## src/rtl/mul_issue_queue_pkg.sv

```systemverilog
// Shared constants and helpers for the multiplier issue queue and its bench.
//   OP_W / RES_W    : operand and product widths of the Booth/CSA multiplier
//   *_DEF           : default tag width, multiplier latency and response depth
//   res_ovf()       : product does not fit in the low operand-width bits
package mul_issue_queue_pkg;

  localparam int OP_W           = 32;
  localparam int RES_W          = 64;
  localparam int MUL_LAT_DEF    = 2;
  localparam int TAG_W_DEF      = 4;
  localparam int FIFO_DEPTH_DEF = 4;

  typedef logic [OP_W-1:0]  op_t;
  typedef logic [RES_W-1:0] res_t;

  function automatic logic res_ovf(input res_t res);
    return |res[RES_W-1:OP_W];
  endfunction

endpackage

```

## src/rtl/mul_rsp_fifo.sv

```systemverilog
// Synchronous response FIFO holding {ovf, tag, res} entries.
//   clk, reset : clock, synchronous active-low reset (clears pointers only)
//   push, din  : write one entry; caller never pushes when full
//   pop, dout  : dout shows the head entry; pop retires it
//   full/empty : occupancy flags
module mul_rsp_fifo
  import mul_issue_queue_pkg::*;
#(
  parameter int W     = 8,
  parameter int DEPTH = 4
) (
  input  logic         clk,
  input  logic         reset,
  input  logic         push,
  input  logic [W-1:0] din,
  input  logic         pop,
  output logic [W-1:0] dout,
  output logic         full,
  output logic         empty
);

  localparam int AW = (DEPTH > 1) ? $clog2(DEPTH) : 1;

  logic [W-1:0]  mem [DEPTH];
  logic [AW-1:0] wr_ptr;
  logic [AW-1:0] rd_ptr;
  logic [AW:0]   count;
  logic          do_pop;

  // DEPTH is a power of two, so the pointers wrap on their own.
  assign do_pop = pop & ~empty;
  assign full   = (count == (AW+1)'(DEPTH));
  assign empty  = (count == '0);
  assign dout   = mem[rd_ptr];

  always_ff @(posedge clk) begin
    if (!reset) begin
      wr_ptr <= '0;
      rd_ptr <= '0;
      count  <= '0;
    end else begin
      if (push)   wr_ptr <= wr_ptr + 1'b1;
      if (do_pop) rd_ptr <= rd_ptr + 1'b1;
      case ({push, do_pop})
        2'b10:   count <= count + 1'b1;
        2'b01:   count <= count - 1'b1;
        default: ;
      endcase
    end
  end

  always_ff @(posedge clk) begin
    if (push) mem[wr_ptr] <= din;
  end

endmodule

```

## src/rtl/mul_issue_queue.sv

```systemverilog
// Front-end sequencer for the 32x32 multiplier.
//   req_*   : valid/ready request channel with operands and tag
//   mul_*   : issue strobe and registered operands out, product and valid in
//   rsp_*   : in-order valid/ready response channel {res, tag, ovf}
//   busy    : any accepted op not yet popped
//   err     : sticky, multiplier valid was low at a capture cycle
// A credit counter bounds accepted-but-not-popped ops to the FIFO depth, so a
// product arriving MUL_LAT cycles after issue always has a slot waiting.
module mul_issue_queue
  import mul_issue_queue_pkg::*;
#(
  parameter int TAG_W      = TAG_W_DEF,
  parameter int MUL_LAT    = MUL_LAT_DEF,
  parameter int FIFO_DEPTH = FIFO_DEPTH_DEF
) (
  input  logic             clk,
  input  logic             reset,
  input  logic             req_valid,
  output logic             req_ready,
  input  logic [OP_W-1:0]  req_op1,
  input  logic [OP_W-1:0]  req_op2,
  input  logic [TAG_W-1:0] req_tag,
  output logic             mul_en,
  output logic [OP_W-1:0]  mul_op1,
  output logic [OP_W-1:0]  mul_op2,
  input  logic [RES_W-1:0] mul_res,
  input  logic             mul_val,
  output logic             rsp_valid,
  input  logic             rsp_ready,
  output logic [RES_W-1:0] rsp_res,
  output logic [TAG_W-1:0] rsp_tag,
  output logic             rsp_ovf,
  output logic             busy,
  output logic             err
);

  localparam int CNT_W = $clog2(FIFO_DEPTH + 1);
  localparam int ENT_W = 1 + TAG_W + RES_W;

  logic [CNT_W-1:0] cnt;
  logic             accept;
  logic             pop;
  logic             capture;
  logic [TAG_W-1:0] tag_p0;
  logic [MUL_LAT:1] vld_p;
  logic [TAG_W-1:0] tag_p [1:MUL_LAT];
  logic             fifo_push;
  logic             fifo_full;
  logic             fifo_empty;
  logic [ENT_W-1:0] fifo_din;
  logic [ENT_W-1:0] fifo_dout;

  assign req_ready = reset & (cnt < CNT_W'(FIFO_DEPTH));
  assign accept    = req_valid & req_ready;
  assign rsp_valid = ~fifo_empty;
  assign pop       = rsp_valid & rsp_ready;
  assign busy      = (cnt != '0);

  // Stage p0: issue registers; mul_en is the valid of this stage
  always_ff @(posedge clk) begin
    if (!reset) begin
      mul_en  <= 1'b0;
      mul_op1 <= '0;
      mul_op2 <= '0;
    end else begin
      mul_en <= accept;
      if (accept) begin
        mul_op1 <= req_op1;
        mul_op2 <= req_op2;
      end
    end
  end

  always_ff @(posedge clk) begin
    if (accept) tag_p0 <= req_tag;
  end

  // Stages p1..pMUL_LAT: tag pipe shadowing the multiplier, advances every cycle
  always_ff @(posedge clk) begin
    if (!reset) begin
      vld_p <= '0;
    end else begin
      vld_p[1] <= mul_en;
      for (int k = 2; k <= MUL_LAT; k++) vld_p[k] <= vld_p[k-1];
    end
  end

  always_ff @(posedge clk) begin
    tag_p[1] <= tag_p0;
    for (int k = 2; k <= MUL_LAT; k++) tag_p[k] <= tag_p[k-1];
  end

  // Capture: product and tag land in the response FIFO
  assign capture   = vld_p[MUL_LAT];
  // The credit counter already keeps the FIFO from filling; the gate is defensive.
  assign fifo_push = capture & ~fifo_full;
  assign fifo_din  = {res_ovf(mul_res), tag_p[MUL_LAT], mul_res};

  always_ff @(posedge clk) begin
    if (!reset)                 err <= 1'b0;
    else if (capture && !mul_val) err <= 1'b1;
  end

  always_ff @(posedge clk) begin
    if (!reset) begin
      cnt <= '0;
    end else begin
      case ({accept, pop})
        2'b10:   cnt <= cnt + 1'b1;
        2'b01:   cnt <= cnt - 1'b1;
        default: ;
      endcase
    end
  end

  mul_rsp_fifo #(
    .W     (ENT_W),
    .DEPTH (FIFO_DEPTH)
  ) u_rsp_fifo (
    .clk   (clk),
    .reset (reset),
    .push  (fifo_push),
    .din   (fifo_din),
    .pop   (pop),
    .dout  (fifo_dout),
    .full  (fifo_full),
    .empty (fifo_empty)
  );

  assign rsp_ovf = fifo_dout[ENT_W-1];
  assign rsp_tag = fifo_dout[RES_W +: TAG_W];
  assign rsp_res = fifo_dout[RES_W-1:0];

endmodule

```

## config.mk

```make
export PLATFORM = sky130hd
export DESIGN_NAME = mul_issue_queue
export DESIGN_NICKNAME = d
export VERILOG_FILES = /design/src/rtl/mul_issue_queue_pkg.sv /design/src/rtl/mul_rsp_fifo.sv /design/src/rtl/mul_issue_queue.sv
export SDC_FILE = /design/constraint.sdc
export NUM_CORES = 1
export LEC_CHECK = 0
export ABC_AREA = 1
export BUFFER_PORTS_ARGS = -buffer_cell sky130_fd_sc_hd__buf_2
export CAP_MARGIN = 25
export CELL_PAD_IN_SITES_DETAIL_PLACEMENT = 0
export CELL_PAD_IN_SITES_GLOBAL_PLACEMENT = 2
export CORE_MARGIN = 2
export CORE_UTILIZATION = 25
export CTS_BUF_LIST = sky130_fd_sc_hd__clkbuf_8
export CTS_CLUSTER_SIZE = 30
export DETAILED_ROUTE_END_ITERATION = 8
export PLACE_DENSITY = 0.59
export SLEW_MARGIN = 20
export SYNTH_ARGS = -nofsm -noshare
export SYNTH_HDL_FRONTEND = slang
export SYNTH_HIERARCHICAL = 1
export SYNTH_SLANG_ARGS = --single-unit
```

## constraint.sdc

```tcl
create_clock -name clk -period 4.95 [get_ports clk]
set_clock_uncertainty 0.1 [all_clocks]
set_input_delay 0.7425 -clock clk [delete_from_list [all_inputs] [get_ports clk]]
set_output_delay 0.7425 -clock clk [all_outputs]
set_load 0.01 [all_outputs]
```

Word-level counts from Yosys, hierarchy flattened
Memories as Yosys holds them, arrays and structs flattened. A register that Yosys moved wholly into a read port is not among the register bits.
Cells that the tools add are included.
{"block": "classes", "add_sub_neg": 6, "magnitude_cmp": 1, "eq_ne": 5, "muxes": 6, "bitwise_logic": 7, "n_reduce_logical": 7}
{"cell": "$reduce_or 32->1", "n": 1}
{"cell": "$pmux 3 s2", "n": 2}
{"cell": "$add 3x1->3 const B", "n": 2}
{"cell": "$sub 3x1->3 const B", "n": 2}
{"cell": "$and 1x1->1", "n": 5}
{"cell": "$add 2x1->2 const B", "n": 2}
{"cell": "$eq 2x1->1 const B", "n": 2}
{"cell": "$eq 2x2->1 const B", "n": 2}
{"cell": "$mux 2", "n": 2}
{"cell": "$reduce_bool 2->1", "n": 2}
{"cell": "$eq 3x3->1 const B", "n": 1}
{"cell": "$logic_not 3->1", "n": 1}
{"cell": "$lt 3x3->1 const B", "n": 1}
{"cell": "$reduce_bool 3->1", "n": 1}
{"cell": "$mux 1", "n": 2}
{"cell": "$not 1->1", "n": 2}
{"cell": "$logic_and 1x1->1", "n": 1}
{"cell": "$logic_not 1->1", "n": 1}
{"block": "totals", "reg_bits": 82, "ramBits": 284, "inputBits": 137, "output_inout_bits": 138, "elab_cells": 44, "n_memories": 2}
{"memory": "u_rsp_fifo.mem", "depth": 4, "word_bits": 69, "read_ports": 1, "rd_ports_with_merged_regs": 1, "write_ports": 1, "line_no": "mul_rsp_fifo.sv:24", "rtl": "logic [W-1:0] mem [DEPTH];"}
{"memory": "tag_p", "depth": 2, "word_bits": 4, "read_ports": 2, "rd_ports_with_merged_regs": 0, "write_ports": 2, "line_no": "mul_issue_queue.sv:46", "rtl": "logic [TAG_W-1:0] tag_p [1:MUL_LAT];"}

Longest topological paths before layout
Gate-level depths: netlist of run 1.
{"block": "logic_depth", "word_depth": 6, "ltp_mapped": 15}

Cells and area by module
The synthesis of run 1 kept the hierarchy.
{"module": "mul_rsp_fifo", "instances": 1, "cells_each": 734, "area_each_um2": 10711.5, "seq_area_each_um2": 8468.1}
{"module": "mul_issue_queue", "instances": 1, "cells_each": 380, "area_each_um2": 3012.9, "seq_area_each_um2": 1701.6}

Worst setup path after synthesis of run 1
No wires, ideal clock.
{"block": "synth_path", "path_kind": "register to register", "startpoint": "reg u_rsp_fifo.count[2]", "endpoint": "mem u_rsp_fifo/mem[0][0] (netlist bit), enable pin", "setup_ns": 0.423, "arrival_ns": 2.048, "t_required_ns": 4.427, "setup_slack_ns": 2.379, "stages_incl_launch_ff": 6, "n_path_buf": 0, "cell_sequence": "dfxtp_1 > inv_1 > nor3_1 > nor2_1 > nand2_1 > inv_1"}
{"block": "synth_between", "elab_chain_len": 5}
{"item": "start, declared", "line_no": "mul_rsp_fifo.sv:27", "rtl": "logic [AW:0] count;"}
{"item": "start signal, assigned", "line_no": "mul_rsp_fifo.sv:45", "rtl": "2'b10: count <= count + 1'b1;"}
{"item": "start signal, assigned", "line_no": "mul_rsp_fifo.sv:46", "rtl": "2'b01: count <= count - 1'b1;"}
{"item": "$eq 3x3->1", "line_no": "mul_rsp_fifo.sv:32", "rtl": "assign full = (count == (AW+1)'(DEPTH));"}
{"item": "via fifo_full", "line_no": "mul_issue_queue.sv:48", "rtl": "logic fifo_full;"}
{"item": "$not 1->1", "line_no": "mul_issue_queue.sv:96", "rtl": "assign fifo_push = capture & ~fifo_full;"}
{"item": "$and 1x1->1", "line_no": "mul_issue_queue.sv:96"}
{"item": "via fifo_push", "line_no": "mul_issue_queue.sv:47", "rtl": "logic fifo_push;"}
{"item": "$mux 1", "line_no": "mul_rsp_fifo.sv:53", "rtl": "if (push) mem[wr_ptr] <= din;"}
{"item": "$mux 1 (implied by the code)", "line_no": "mul_rsp_fifo.sv:53"}
{"item": "end, declared", "line_no": "mul_rsp_fifo.sv:24"}
The timed path passes the listed nets, and every way through them passes these cells.

==> results_dict.tcl, run 1 <==
set metrics [dict create \
    status "completed" \
    setup_viol 0 \
    syn-cell-area_um2 13720 \
    io_buffers 274 \
    yosysUniqueCellTypes 26 \
    vias 9375 \
    grt_overflow 0 \
    worstPathArrival_ns 2.94 \
    ys_seq_area_share_pct 74.10 \
    track_usage_pct 13.16 \
    tns_ns 0 \
    synth_area_leader_cell "edfxtp_1" \
    gp_congestion 0.7073 \
    cts.sinks 368 \
    relSlewSlack_pct 38.61 \
    critical_path.startpoint_type "register" \
    ys_seq_elements 368 \
    ant_nets 0 \
    fillers 5575 \
    fmax_mhz 264.5 \
    wire_per_inst_um 17.52 \
    end_kind "output pin" \
    slowest_stage "dfxtp_4" \
    fin_crit_ns 3.781 \
    finalPower_uw 6650 \
    layout-drive-gt1-share_pct 27.35 \
    vias_per_cell 4.332 \
    ios 275 \
    grt_pass1_wl_um 56400 \
    worstSkewPairLatency_ns 0.62 \
    synth_cells 1114 \
    avgSynthCellArea_um2 12.32 \
    hold_path_class "in -> reg" \
    p_leak_uw 0.006852 \
    critical_path_required_ns 4.11 \
    die_area_um2 56790 \
    area_growth_pct 24.39 \
    slew_violations 0 \
    worstReg2RegStart "u_rsp_fifo/count[1]$_SDFFE_PN0P_" \
    min_from "req_tag[1]" \
    antenna_found_initial 5 \
    first_pass_iters 4 \
    dieHeight_um 238.3 \
    place_inst 2036 \
    fin_crit_sh_pct 76.39 \
    drt_iter0_drc 415 \
    grt_max_degree 77 \
    cpPeakStageDelay_ns 0.80 \
    rows 85 \
    worst_ir_drop_vdd_mv 0.1681 \
    dp_hpwl_um 22530 \
    worstMarginPinSlew_ns 0.9197 \
    final_nets 1559 \
    drt-total-wl_um 37900 \
    coreArea_um2 54030 \
    die_x_um 238.3 \
    clock_path_buffers 3 \
    yosysWarnings 6 \
    max-cap-violations 0 \
    htree_levels 3 \
    clk_pin_slew_worst_paths_ns 0.05 \
    finalNonFillerCells 2164 \
    netlist_top_cells_area "edfxtp_1, dfxtp_1, nor2_1" \
    synth_top_area_share_pct 61.26 \
    syn_nets 1259 \
    cts-hold-fix-buffers 0 \
    crit_type "reg -> out" \
    crit_chain "buf_4 > o21ai_0 > o22ai_1 > buf_2" \
    drc 0 \
    cellPowerDensity_nw_per_um2 389.5 \
    postCtsSetupBuffers 0 \
    critPathMaxFanout 75 \
    cts_tree "yes" \
    holdWs_ns 0.1906 \
    rsz0062_at_grt "false" \
    cts_buffers 71 \
    cts_root_buffer "clkbuf_8" \
    grt_pass1_vias 9446 \
    cts_resized 0 \
    start_util_pct 25.40 \
    hold_viol_final 0 \
]
registers in the layout, summed over array words and instances (netlist names), named ones only:
register           flops
u_rsp_fifo/wr_ptr      2
u_rsp_fifo/rd_ptr      2
u_rsp_fifo/count       3
tag_p0                 4
mul_en                 1
vld_p                  2
cnt                    3
tag_p                  8
u_rsp_fifo/mem       276
mul_op2               32
mul_op1               32
err                    1
metrics by stage:
step	utilization (%)	instance area, um2	setup slack (ns)
global placement	28.97	15650	1.780
detailed placement	29.02	15680	1.734
finish	31.60	17070	1.169
global route	31.59	17070	0.8369
floorplan	-	13720	2.379
CTS	31.55	17050	1.029
synth_stat cells:
| master | n |
|---|---|
| nand4_1 | 1 |
| o21ai_1 | 52 |
| ha_1 | 6 |
| buf_1 | 3 |
| buf_6 | 18 |
| o21ai_0 | 92 |
| inv_2 | 3 |
| nand2_1 | 162 |
| buf_8 | 1 |
| nor2_1 | 168 |
| buf_4 | 9 |
| dfxtp_1 | 88 |
| clkbuf_2 | 3 |
| a21oi_1 | 6 |
| nor3_1 | 1 |
| buf_2 | 15 |
| inv_1 | 45 |
| nand3_1 | 68 |
| edfxtp_1 | 280 |
| clkbuf_1 | 17 |
| nor2_4 | 1 |
| inv_4 | 1 |
| and2_1 | 2 |
| o22ai_1 | 69 |
| nand2_2 | 1 |
| fa_1 | 2 |
where the power goes:
| group | internal, uW | total (uW) | switching, uW |
|---|---|---|---|
| Clock | 1590 | 2930 | 1340 |
| Combinational | 116 | 306 | 191 |
| Sequential | 3380 | 3410 | 30.4 |
final timing paths:
kind / slack, ns / end / cells after the start
max: 1.17 / rsp_res[62] / 4
max reg2reg: 2.56 / u_rsp_fifo/mem[0][51]$_DFFE_PP_ / 5
min: 0.19 / tag_p0[1]$_DFFE_PP_ / 1
min reg2reg: 0.24 / tag_p[2][1]$_DFF_P_ / 0
layer usage:
| layer | global-route usage (%) | vias to the layer above | part of all wire (%) |
|---|---|---|---|
| li1 | - | 4546 | - |
| met1 | 16.19 | 4456 | 44 |
| met2 | 21.16 | 306 | 46 |
| met3 | 5.264 | 61 | 8.2 |
| met4 | 4.110 | 6 | 1.6 |
| met5 | 0 | - | 0.098 |
critical path: cells and delay by family (launching register included):
kind,cells,cell delay [ns]
compound gates,2,0.57
buf+inv,2,0.94
flops,1,0.80
layout by cell type, fill, tap and decap left out, types with 12 or more instances in the layout:
cell,Yosys,final
o21ai_0,92,92
nand2_1,162,162
o22ai_1,69,69
buf_4,9,17
edfxtp_1,280,280
clkinv_2,0,14
clkinv_1,0,12
dfxtp_1,88,86
o21ai_1,52,52
nand3_1,68,68
clkbuf_8,0,76
nor2_1,168,168
buf_2,15,274
inv_1,45,58
cell type report:
type	count	area, um2	area share, %
Antenna cell	2	5.005	0.02932
Tap cell	696	870.8	5.101
Inverter	49	193.9	1.136
Clock buffer	76	1046	6.127
Clock inverter	49	324.1	1.898
Multi-Input combinational cell	631	2918	17.09
Sequential cell	368	10170	59.60
Timing Repair Buffer	293	1539	9.015
logic make-up after synthesis:
logic type      synth area share (%)
simple gates                   11.81
flops                          74.10
buf+inv                        4.640
compound gates                 8.615
fa+ha+maj                     0.8387
(Power assumes the default switching activity.)
==> inputs of run 2 (changes only) <==
- ABC_AREA: 1 -> 0
- PLACE_DENSITY: 0.59 -> 0.56
- clock period: 4.95 -> 3.8 ns (I/O delays scaled with it)
==> run 2 against run 1 <==
Net effect:
- wire length shrank 14%
- die area shrank 3.1%
- via count shrank 17%
- final cell count shrank 13%
- critical path depth shrank 1
- highest routed layer unchanged
- synthesized cell count shrank 34%
- design area grew 2.2%
- worst hold slack lost 0.11 ns
- largest power group unchanged
- clock power grew 21%
- synthesized area shrank 3.2%
==> results_dict.tcl, run 2 <==
set metrics [dict create \
    status "completed" \
    place_inst 1681 \
    p_leak_uw 0.006365 \
    ios 275 \
    cts_buffers 70 \
    start_util_pct 25.29 \
    worstPathArrival_ns 2.32 \
    rsz0062_at_grt "false" \
    min_from "mul_res[15]" \
    ff_latch_area_um2 10180 \
    cts.sinks 368 \
    end_kind "output pin" \
    drt_iter0_drc 271 \
    clk_pin_slew_worst_paths_ns 0.07 \
    cts_root_buffer "clkbuf_8" \
    synth_most_common_cell "edfxtp_1" \
    clockPowerShare_pct 42.2 \
    vias_per_cell 4.166 \
    comb_power_share_pct 5.0 \
    antenna_found_initial 4 \
    fin_crit_ns 2.987 \
    crit_type "reg -> out" \
    finalNonFillerCells 1873 \
    stdcell_area_um2 17450 \
    ys_seq_area_share_pct 76.53 \
    grt_pass1_vias 8541 \
    layout-drive-gt1-share_pct 38.60 \
    vias 7803 \
    worstSkewPairLatency_ns 0.61 \
    largest_reg_flops 276 \
    avgSynthCellArea_um2 17.96 \
    layout_common_cells "edfxtp_1, buf_2, nand2_1, dfxtp_1, clkbuf_8" \
    synthTopCellsByCount "edfxtp_1, nand2_1, dfxtp_1, mux4_2, o21ai_0" \
    hold_viol_final 0 \
    internal_power_uw 6522 \
    post_dp_cell_area_um2 15500 \
    grt_pass1_wl_um 48890 \
    critPathMaxFanout 16 \
    slew_violations 0 \
    final_nets 1277 \
    io_buffers 274 \
    synth_edf_count 280 \
    synth_top_area_share_pct 63.28 \
    coreArea_um2 52550 \
    die_x_um 234.5 \
    grt_overflow 0 \
    reg_top3 "u_rsp_fifo/mem (276), mul_op1 (32), mul_op2 (32)" \
    seqPwrFrac_pct 52.8 \
    reg2reg_slack_ns 1.34 \
    p_sw_share_pct 22.45 \
    multiInputGateArea_um2 2851 \
    synth_cells 740 \
    synth_flop_cell "edfxtp_1" \
    dp_hpwl_um 19780 \
    syn_nets 885 \
    hold_path_class "in -> reg" \
    critical_path_required_ns 3.13 \
    ys_seq_elements 368 \
    layout_commonest_cell "edfxtp_1" \
    gp_congestion 0.6759 \
    fin_crit_sh_pct 78.60 \
    track_usage_pct 11.87 \
    die_area_um2 55010 \
    yosysUniqueCellTypes 32 \
    switching_power_uw 1888 \
    drt-total-wl_um 32520 \
    cts_tree "yes" \
    dieHeight_um 234.5 \
    worstMarginPinSlew_ns 0.8795 \
    top_register "u_rsp_fifo/mem" \
    max-cap-violations 0 \
    synth_area_leader_cell "edfxtp_1" \
    htree_levels 3 \
    fmax_mhz 334.8 \
    setup_viol 0 \
    drc 0 \
    synthArstFlopShare_pct 0 \
    fillers 5208 \
    clock_path_buffers 3 \
    worst_ir_drop_vdd_mv 0.1910 \
    ant_nets 0 \
    cellPowerDensity_nw_per_um2 481.8 \
    area_growth_pct 31.36 \
    syn-cell-area_um2 13290 \
    rows 84 \
    first_pass_iters 4 \
    tns_ns 0 \
    wire_per_inst_um 17.36 \
    critical_path.startpoint_type "register" \
    grt_max_degree 79 \
    worstReg2RegStart "u_rsp_fifo/count[0]$_SDFFE_PN0P_" \
    yosysWarnings 6 \
    relSlewSlack_pct 41.37 \
    netlist_top_cells_area "edfxtp_1, dfxtp_1, mux4_2" \
]
==> run 2: cell type report <==
| type | count | share of cell area (%) |
|---|---|---|
| diodes | 1 | 0.01434 |
| clock buffers | 77 | 6.072 |
| clock inverters | 47 | 1.276 |
| inverters | 9 | 0.2007 |
| multi-input cells | 325 | 16.34 |
| flip-flops and latches | 368 | 58.31 |
| well taps | 688 | 4.932 |
| repair buffers | 358 | 12.86 |
==> run 2: worst max-delay path, cell delays in order (launching register included) <==
cell and delay [ns]:
dfxtp_4 0.56, buf_4 0.39, mux4_2 0.57, buf_2 0.17
==> run 2: timing repair <==
| item | CTS | global route |
|---|---|---|
| gates resized for setup | 0 | 0 |
| hold buffers | 67 | 0 |
| setup buffers | 0 | 0 |
| hold endpoints to repair | 83 | 0 |
==> run 2: cells by family (layout without fill, tap and decap cells) <==
family | Yosys count | in the layout | synth area share (%)
fa+ha+maj | 8 | 8 | 0.8663
simple gates | 167 | 167 | 5.480
xor+xnor | 5 | 5 | 0.3296
buf+inv | 47 | 491 | 2.081
flops | 368 | 368 | 76.53
mux | 71 | 71 | 11.85
compound gates | 74 | 74 | 2.863
other cells | 0 | 1 | 0
==> run 2: final timing paths <==
kind,end,depth (start not counted)
max,rsp_res[2],3
min,u_rsp_fifo/mem[2][15]$_DFFE_PP_,1
max reg2reg,u_rsp_fifo/count[2]$_SDFFE_PN0P_,10
min reg2reg,tag_p[2][1]$_DFF_P_,0
==> run 2: per-stage QoR <==
stage	utilization, %	hold WS (ns)	power [uW]	setup slack (ns)
after floorplan	-	0.2096	4674	0.7067
after global placement	29.49	0.2133	4894	1.247
after detailed placement	29.49	0.2132	4899	1.244
after CTS	33.21	0.003106	8609	0.6336
after global routing	33.21	0.01177	8846	0.5942
final	33.21	0.08090	8409	0.8131
==> run 2: power groups by stage <==
stage	registers (uW)	logic [uW]	clock network [uW]
after floorplan	4550	125	0
after global placement	4520	373	0
after detailed placement	4520	377	0
after CTS	4440	431	3740
after global routing	4450	471	3930
final	4440	419	3550
==> run 2: routing by layer <==
metal,vias up,wire length (um),track usage (%)
met4,6,664,4.383
met1,3839,13980,14.36
met5,-,37,0
met3,60,2898,5.196
li1,3621,-,-
met2,277,14950,18.72
==> inputs of run 3 (changes only) <==
- ABC_AREA: 0 -> 1
- PLACE_DENSITY: 0.56 -> 0.59
- clock period: 3.8 -> 2.8 ns (I/O delays scaled with it)
==> run 3 against run 2 <==
Net effect:
- final cell count is 23% higher
- sequential cell count unchanged
- worst hold slack improved by 0.059 ns
- power up 41%
- non-clock buffer count rose by 79
- global-route usage up 1.5 points
- sequential share of layout area is 3.7 points lower
- count of clock-buffer cells in the layout unchanged
==> results_dict.tcl, run 3 (same netlist as run 1, synthesis figures left out) <==
set metrics [dict create \
    grt_overflow 0 \
    layout_common_cells "edfxtp_1, buf_2, nor2_1, nand2_1, dlygate4sd3_1" \
    fin_crit_ns 2.583 \
    worst_ir_drop_vdd_mv 0.4092 \
    ios 275 \
    critical_path.startpoint_type "register" \
    cts_buffers 71 \
    setup_ws_ns 0.2172 \
    largest_reg_flops 276 \
    finalNonFillerCells 2312 \
    setup_viol 0 \
    critical_path_required_ns 2.28 \
    dp_hpwl_um 23080 \
    slew_violations 0 \
    fin_crit_sh_pct 92.24 \
    cts_tree "yes" \
    top_register "u_rsp_fifo/mem" \
    hold_path_class "in -> reg" \
    htree_levels 3 \
    final_nets 1703 \
    end_kind "output pin" \
    cp_top_family "buffers and inverters" \
    status "completed" \
    routedLengthMet1_um 16810 \
    first_pass_iters 4 \
    hold_viol_final 0 \
    area_growth_pct 35.78 \
    multiInputGateArea_um2 2918 \
    crit_chain "buf_12 > o21ai_1 > o22ai_1 > buf_2" \
    start_util_pct 25.40 \
    fmax_mhz 387.2 \
    layout-drive-gt1-share_pct 25.46 \
    gp_congestion 0.7032 \
    die_area_um2 56790 \
    worstHoldPathCells 5 \
    track_usage_pct 13.34 \
    tns_ns 0 \
    io_buffers 274 \
    max-cap-violations 0 \
    place_inst 2047 \
    antenna_found_initial 1 \
    top_layer "met4" \
    die_x_um 238.3 \
    dieHeight_um 238.3 \
    crit_type "reg -> out" \
    wl_met2_um 17480 \
    p_leak_uw 0.007500 \
    wl_met3_um 2904 \
    ff_latch_area_um2 10170 \
    layout_commonest_cell "edfxtp_1" \
    reg2reg_slack_ns 0.59 \
    vias 9858 \
    slowest_stage "dfxtp_4" \
    worstMarginPinSlew_ns 0.8611 \
    crit_buf_inv 2 \
    clk_pin_slew_worst_paths_ns 0.06 \
    grt_pass1_vias 10141 \
    cellPowerDensity_nw_per_um2 637.4 \
    place_ws_ns 0.6384 \
    worstPathArrival_ns 2.06 \
    wire_per_inst_um 16.41 \
    rows 85 \
    cts.sinks 368 \
    critPathMaxFanout 100 \
    drt_iter0_drc 314 \
    grt_pass1_wl_um 58260 \
    cts_root_buffer "clkbuf_8" \
    clock_path_buffers 3 \
    relSlewSlack_pct 42.59 \
    rsz0062_at_grt "false" \
    drc 0 \
    fillers 5526 \
    ant_nets 0 \
    worstSetupPathDepth 4 \
    finalPower_uw 11880 \
    worstSkewPairLatency_ns 0.62 \
    cpPeakStageDelay_ns 0.38 \
    grt_max_degree 101 \
    reg_top3 "u_rsp_fifo/mem (276), mul_op1 (32), mul_op2 (32)" \
    coreArea_um2 54030 \
    r2r_cells 14 \
    drt-total-wl_um 37950 \
    vias_per_cell 4.264 \
]
[run 3: cell types whose count changed in the layout (fill, tap and decap cells not counted), sizes merged, moves of 67 or more]
cell	before	now
dlygate4sd3	67	134
nor2	0	169
nand3	0	68
mux4	69	0
o22ai	0	69
o21ai	70	144
[run 3: what timing repair did]
| item | in CTS | in global routing |
|---|---|---|
| endpoints found under the hold margin | 325 | 0 |
| hold buffers | 134 | 0 |
| setup endpoints to repair | 0 | 1 |
| setup buffers | 0 | 0 |
| resized for setup | 0 | 1 |
[run 3: stage by stage]
| stage | hold WS [ns] | cell area [um2] | util, % |
|---|---|---|---|
| 4_1_cts | 0.08207 | 18630 | 34.48 |
| 2_1_floorplan | 0.2096 | 13720 | - |
| 6_report | 0.1395 | 18640 | 34.49 |
| 3_5_place_dp | 0.2143 | 15910 | 29.44 |
| 3_3_place_gp | 0.2199 | 15910 | 29.44 |
| 5_1_grt | 0.1505 | 18630 | 34.48 |
[run 3: path summary, 6_finish.rpt]
check / startpoint / to
worst min register to register: tag_p[1][2]$_DFF_P_ / tag_p[2][2]$_DFF_P_
worst max-delay path: register / rsp_res[56]
worst max register to register: u_rsp_fifo/count[1]$_SDFFE_PN0P_ / u_rsp_fifo/count[2]$_SDFFE_PN0P_
worst min-delay path: rsp_ready / u_rsp_fifo/rd_ptr[1]$_SDFFE_PN0P_
[run 3: layer usage]
metal | global-route usage, % | vias to the layer above
met5 | 0 | -
met4 | 4.905 | 0
met3 | 4.627 | 58
met2 | 21.57 | 296
met1 | 16.46 | 4669
li1 | - | 4835
[run 3: layout make-up]
class | count | share of cell area [%]
antenna | 2 | 0.02686
tap | 696 | 4.673
sequential | 368 | 54.60
multi-input combinational | 631 | 15.66
clock inverter | 52 | 1.712
clock buffer | 77 | 5.687
inverter | 49 | 1.027
timing repair buffer | 437 | 16.62
[run 3: worst reg2reg max path: stages, from the launching register on]
cell and delay (ns):
dfxtp_1 0.37, nor2_1 0.06, nand2_1 0.13, inv_1 0.07, nor2_1 0.21, nand2_1 0.11
inv_1 0.09, ha_1 0.17, inv_1 0.07, fa_1 0.38, nand2_1 0.08, nand3_1 0.09
nand2_1 0.07, nand2_1 0.04, nor2_1 0.10
[run 3: power breakdown]
| part | internal, uW | switching [uW] |
|---|---|---|
| Combinational | 333 | 369 |
| Clock | 2830 | 2310 |
| Sequential | 5980 | 52.5 |
| Total | 9150 | 2730 |
